## config.mk

```make
export PLATFORM = sky130hd
export DESIGN_NAME = memory_regfile
export DESIGN_NICKNAME = d
export VERILOG_FILES = /design/src/rtl/memory_regfile.sv
export SDC_FILE = /design/constraint.sdc
export NUM_CORES = 1
export LEC_CHECK = 0
export CAP_MARGIN = 5
export CELL_PAD_IN_SITES_DETAIL_PLACEMENT = 0
export CELL_PAD_IN_SITES_GLOBAL_PLACEMENT = 1
export CORE_MARGIN = 5
export CORE_UTILIZATION = 35
export CTS_CLUSTER_SIZE = 30
export DETAILED_ROUTE_END_ITERATION = 16
export GPL_TIMING_DRIVEN = 0
export PLACE_DENSITY = 0.6
export RECOVER_POWER = 25
export REMOVE_ABC_BUFFERS = 1
export SLEW_MARGIN = 20
export SYNTH_ARGS = -nofsm -noshare
export SYNTH_HDL_FRONTEND = slang
export SYNTH_SLANG_ARGS = --single-unit
export TNS_END_PERCENT = 30
```

## constraint.sdc

```tcl
create_clock -name clk -period 2.7 [get_ports clk]
set_input_delay 0.27 -clock clk [delete_from_list [all_inputs] [get_ports clk]]
set_output_delay 0.27 -clock clk [all_outputs]
set_load 0.01 [all_outputs]
```

## src/rtl/memory_regfile.sv

```systemverilog
// Dual-read, single-write register file with byte-lane write enables,
// write-first reads and a one-word-per-cycle bulk clear engine.
module memory_regfile #(
    parameter int WIDTH = 16,
    parameter int DEPTH = 8,
    parameter int AW    = $clog2(DEPTH)
) (
    input  logic               clk,
    input  logic               rst,
    input  logic               we,
    input  logic [AW-1:0]      waddr,
    input  logic [WIDTH-1:0]   wdata,
    input  logic [WIDTH/8-1:0] wbe,
    output logic               wr_ok,
    input  logic               re0,
    input  logic [AW-1:0]      raddr0,
    output logic [WIDTH-1:0]   rdata0,
    input  logic               re1,
    input  logic [AW-1:0]      raddr1,
    output logic [WIDTH-1:0]   rdata1,
    input  logic               clr,
    output logic               busy
);

    localparam int              LANES   = WIDTH / 8;
    localparam logic [AW:0]     DEPTH_W = (AW + 1)'(DEPTH);
    localparam logic [AW-1:0]   LAST    = AW'(DEPTH - 1);

    typedef enum logic {
        IDLE  = 1'b0,
        CLEAR = 1'b1
    } state_t;

    logic [WIDTH-1:0] mem [DEPTH];
    state_t           state, state_next;
    logic [AW-1:0]    cnt, cnt_next;
    logic             waddr_ok;
    logic [WIDTH-1:0] merged;
    logic [WIDTH-1:0] rnext0, rnext1;

    assign busy     = (state == CLEAR);
    assign waddr_ok = ({1'b0, waddr} < DEPTH_W);
    assign wr_ok    = we & ~busy & ~clr & waddr_ok & ~rst;

    // Post-write word at waddr: enabled lanes from wdata, the rest kept.
    always_comb begin
        merged = '0;
        if (waddr_ok) begin
            merged = mem[waddr];
        end
        for (int i = 0; i < LANES; i++) begin
            if (wbe[i]) begin
                merged[8*i +: 8] = wdata[8*i +: 8];
            end
        end
    end

    // Value an address will hold after this edge, so reads see same-cycle
    // writes and clears (the clear slot and a write never coincide).
    function automatic logic [WIDTH-1:0] post_edge(input logic [AW-1:0] addr,
                                                   input logic [WIDTH-1:0] word);
        if ({1'b0, addr} >= DEPTH_W) begin
            return '0;
        end
        if (busy && (addr == cnt)) begin
            return '0;
        end
        if (wr_ok && (addr == waddr)) begin
            return merged;
        end
        return word;
    endfunction

    always_comb begin
        rnext0 = post_edge(raddr0, mem[raddr0]);
        rnext1 = post_edge(raddr1, mem[raddr1]);
    end

    always_ff @(posedge clk) begin
        if (rst) begin
            for (int i = 0; i < DEPTH; i++) begin
                mem[i] <= '0;
            end
            rdata0 <= '0;
            rdata1 <= '0;
        end else begin
            if (wr_ok) begin
                mem[waddr] <= merged;
            end
            if (busy) begin
                mem[cnt] <= '0;
            end
            if (re0) begin
                rdata0 <= rnext0;
            end
            if (re1) begin
                rdata1 <= rnext1;
            end
        end
    end

    always_ff @(posedge clk) begin
        if (rst) begin
            state <= IDLE;
            cnt   <= '0;
        end else begin
            state <= state_next;
            cnt   <= cnt_next;
        end
    end

    // A clear walks cnt from 0 to DEPTH-1 and cannot be restarted meanwhile.
    always_comb begin
        state_next = state;
        cnt_next   = cnt;
        case (state)
            IDLE: begin
                if (clr) begin
                    state_next = CLEAR;
                    cnt_next   = '0;
                end
            end
            CLEAR: begin
                if (cnt == LAST) begin
                    state_next = IDLE;
                    cnt_next   = '0;
                end else begin
                    cnt_next = cnt + 1'b1;
                end
            end
            default: begin
                state_next = IDLE;
                cnt_next   = '0;
            end
        endcase
    end

endmodule

```

==> key figures <==
Flow run
  – Max Cap Viol: 0

Routing
  – Post-route ant nets: 0
  – Drt wl/cell: 27.62 um
  – First DRT Iteration DRCs: 704
  – Post-route DRC: 0
  – Avg Vias per Cell: 6.013
  – Total Wirelength: 32350 um
  – Drt pass-1 iters: 5
  – Vias: 7041

Yosys
  – Yosys top cell by area: edfxtp_1
  – Yosys warning count: 0
  – Seq/Total Area, Yosys: 47.79%
  – Synth Area in Adders: 0.2620%
  – Post-synthesis compound-gate area fraction: 11.67%
  – Simple-gate area share of the yosys netlist: 11.51%
  – Combinational family with the most area after synthesis: multiplexers
  – Syn avg cell area: 12.34 um2
  – Post-synthesis xor/xnor area fraction: 0.8253%
  – Synth Instances: 774
  – Synth Cell Area: 0.009552 mm2
  – Top cells by area, synth: edfxtp_1 (40%), mux4_2 (15%), dfxtp_1 (7.5%)
  – Post-synthesis mux area share: 23.79%
  – Top cell type's share of synthesized area: 40.24%
  – Distinct cells, synth: 43
  – Synth Register Bits: 164

Worst setup path
  – CP startpoint kind: register
  – CP max stage delay: 580 ps
  – Crit path DAT: 3060 ps
  – CP max-delay cell: dfxtp_2
  – Setup crit end kind: register
  – Buf/Inv on CP: 1
  – WS Path Type: register to register
  – Levels on crit path: 6
  – CP Data Required Time: 3070 ps
  – FF-to-FF path depth: 6
  – Crit Path Max Fanout: 16
  – Cell Chain, Critical Path: nor2b_2 -> nor3_1 -> a2111oi_4 -> buf_4 -> and2b_4 -> a221o_1
  – CP top delay family: simple AND/OR/NAND/NOR gates

Clock tree
  – Clock root cell: clkbuf_16
  – Longest Clk Path Bufs: 2
  – Count of clock tree sinks: 164
  – TritonCTS clock tree: yes
  – H-tree levels: 4
  – Clk_lat worst skew: 430 ps
  – TritonCTS Buffers: 17
  – Clock transition at path regs: 60 ps
  – Hold Buf Count CTS: 0

Floorplanning
  – Die height: 175.2 um
  – I/O Pins: 67
  – Die width: 175.2 um
  – Row cnt: 60
  – Core area: 0.02695 mm2
  – Die area: 0.03070 mm2
  – Starting Density: 35.44%

Timing
  – Fmax: 371.0 MHz
  – Headroom to the max-slew limit: 21.90%
  – Final-report max-slew violation count: 0
  – Sum of negative setup slack: 0 ps
  – Worst Skew: 10.91 ps
  – Final Hold Viols: 0
  – Final worst path period need: 2696 ps
  – Setup violators final: 0
  – Worst-Margin Slew: 1171 ps
  – Worst setup margin: 4.474 ps
  – Final period util: 99.83%
  – RSZ-0062 raised after global routing: true

Cells and area
  – Final nets: 852
  – Antenna Diode Count: 0
  – Share of cells above drive strength 1: 23.01%
  – Layout Utilization: 42.47%
  – Final Non-Filler Cells: 1171
  – Commonest non-fill, non-tap cell in the layout: nor2_1
  – Fillcell total: 2494
  – Most frequent cells in the layout: nor2_1 (133), edfxtp_1 (128), mux2i_1 (65)
  – Synth-to-Final Area Change: 19.85%

Worst hold path
  – Worst hold path class: input pin to register
  – WHS Path Cells: 2

Global route
  – First-pass GRT wire length: 47580 um
  – Largest net degree at the start of global routing: 37
  – Initial antenna violation count: 0
  – Total GRT Usage: 21.17%
  – Vias in the first global route: 7257
  – Remaining Overflow, GRT: 0

Place
  – Post-DP HPWL: 19260 um
  – Placer congestion estimate: 0.7781
  – DP Worst Slack: -1567 ps
  – Port Buffers: 66
  – Dpl cells: 1126

Outcome
  – Status: completed

Power and ir drop
  – VDD IR-drop max: 0.4157 mV
  – Leakage: 4.174 nW
  – Power per Cell Area: 578.4 mW/mm2
worst paths after layout:
| path | start | to | slack (ps) |
|---|---|---|---|
| max | busy | rdata0[14] | 4 |
| min | rst | cnt[1] | 270 |
| max reg2reg | busy | rdata0[14] | 4 |
| min reg2reg | rdata1[1] | rdata1[1] | 460 |
per-layer routing:
metal  up-vias  GRT usage [%]  share of wire [%]
li1       3079              -                  -
met1      3619          27.39                 40
met2       299          36.97                 51
met3        44          3.548                7.3
met4         0          5.434                2.0
met5         -              0                  0
cell usage after synthesis (all sizes together):
cell type,n
o221ai,32
nor2b,17
dfxtp,36
a211o,1
clkbuf,38
or4b,1
a22oi,1
a2111oi,1
nor2,135
nor3,18
and2b,1
edfxtp,128
xnor2,6
nor4b,1
ha,2
inv,19
o31ai,2
o21ai,36
nor3b,2
xor2,3
mux4,64
a21oi,6
nand3,2
buf,30
a2bb2oi,1
nor4bb,1
nand3b,2
a211oi,17
mux2i,65
nand2b,30
a221o,32
mux2,16
nand2,28
worst register-to-register path, delay by kind of cell (launching register included):
kind / cells / cell delay [ps]
flip-flops: 1 / 580
AO/OA/AOI/OAI: 2 / 740
buffers and inverters: 1 / 300
AND/OR/NAND/NOR: 3 / 1010
state kept, by name, summed over array words and instances (netlist names):
| register | cells |
|---|---|
| rdata0 | 16 |
| rdata1 | 16 |
| cnt | 3 |
| mem | 128 |
| busy | 1 |
per-stage QoR:
stage          cell area, um2  hold slack [ps]  total power, mW
4_1_cts                 11440            270.6            6.657
2_1_floorplan            9226            342.4            3.528
3_3_place_gp            10310            457.0            4.008
3_5_place_dp            10560            457.9            4.029
5_1_grt                 11450            278.7            6.842
6_report                11450            267.7            6.622
timing repair:
action,in CTS,in global routing
cloned,1,0
setup buffers,12,0
gates resized for setup,27,1
setup endpoints to repair,240,126
report_power, final:
group | internal [mW] | switching [mW]
Sequential | 2.85 | 0.0916
Combinational | 0.476 | 0.593
Clock | 1.57 | 1.04
kinds of logic after synthesis:
group / count (synthesis)
buf+inv: 87
mux: 145
simple gates: 238
xor+xnor: 9
flops: 164
fa+ha+maj: 2
compound gates: 129
cell type report:
type | instances | area, um2 | area share (%)
clock buffers | 18 | 439.2 | 3.836
clock inverters | 14 | 183.9 | 1.607
flip-flops and latches | 164 | 4566 | 39.88
well taps | 341 | 426.7 | 3.727
repair buffers | 91 | 1032 | 9.017
inverters | 19 | 71.32 | 0.6230
multi-input cells | 524 | 4728 | 41.31
(Power assumes the default switching activity.)
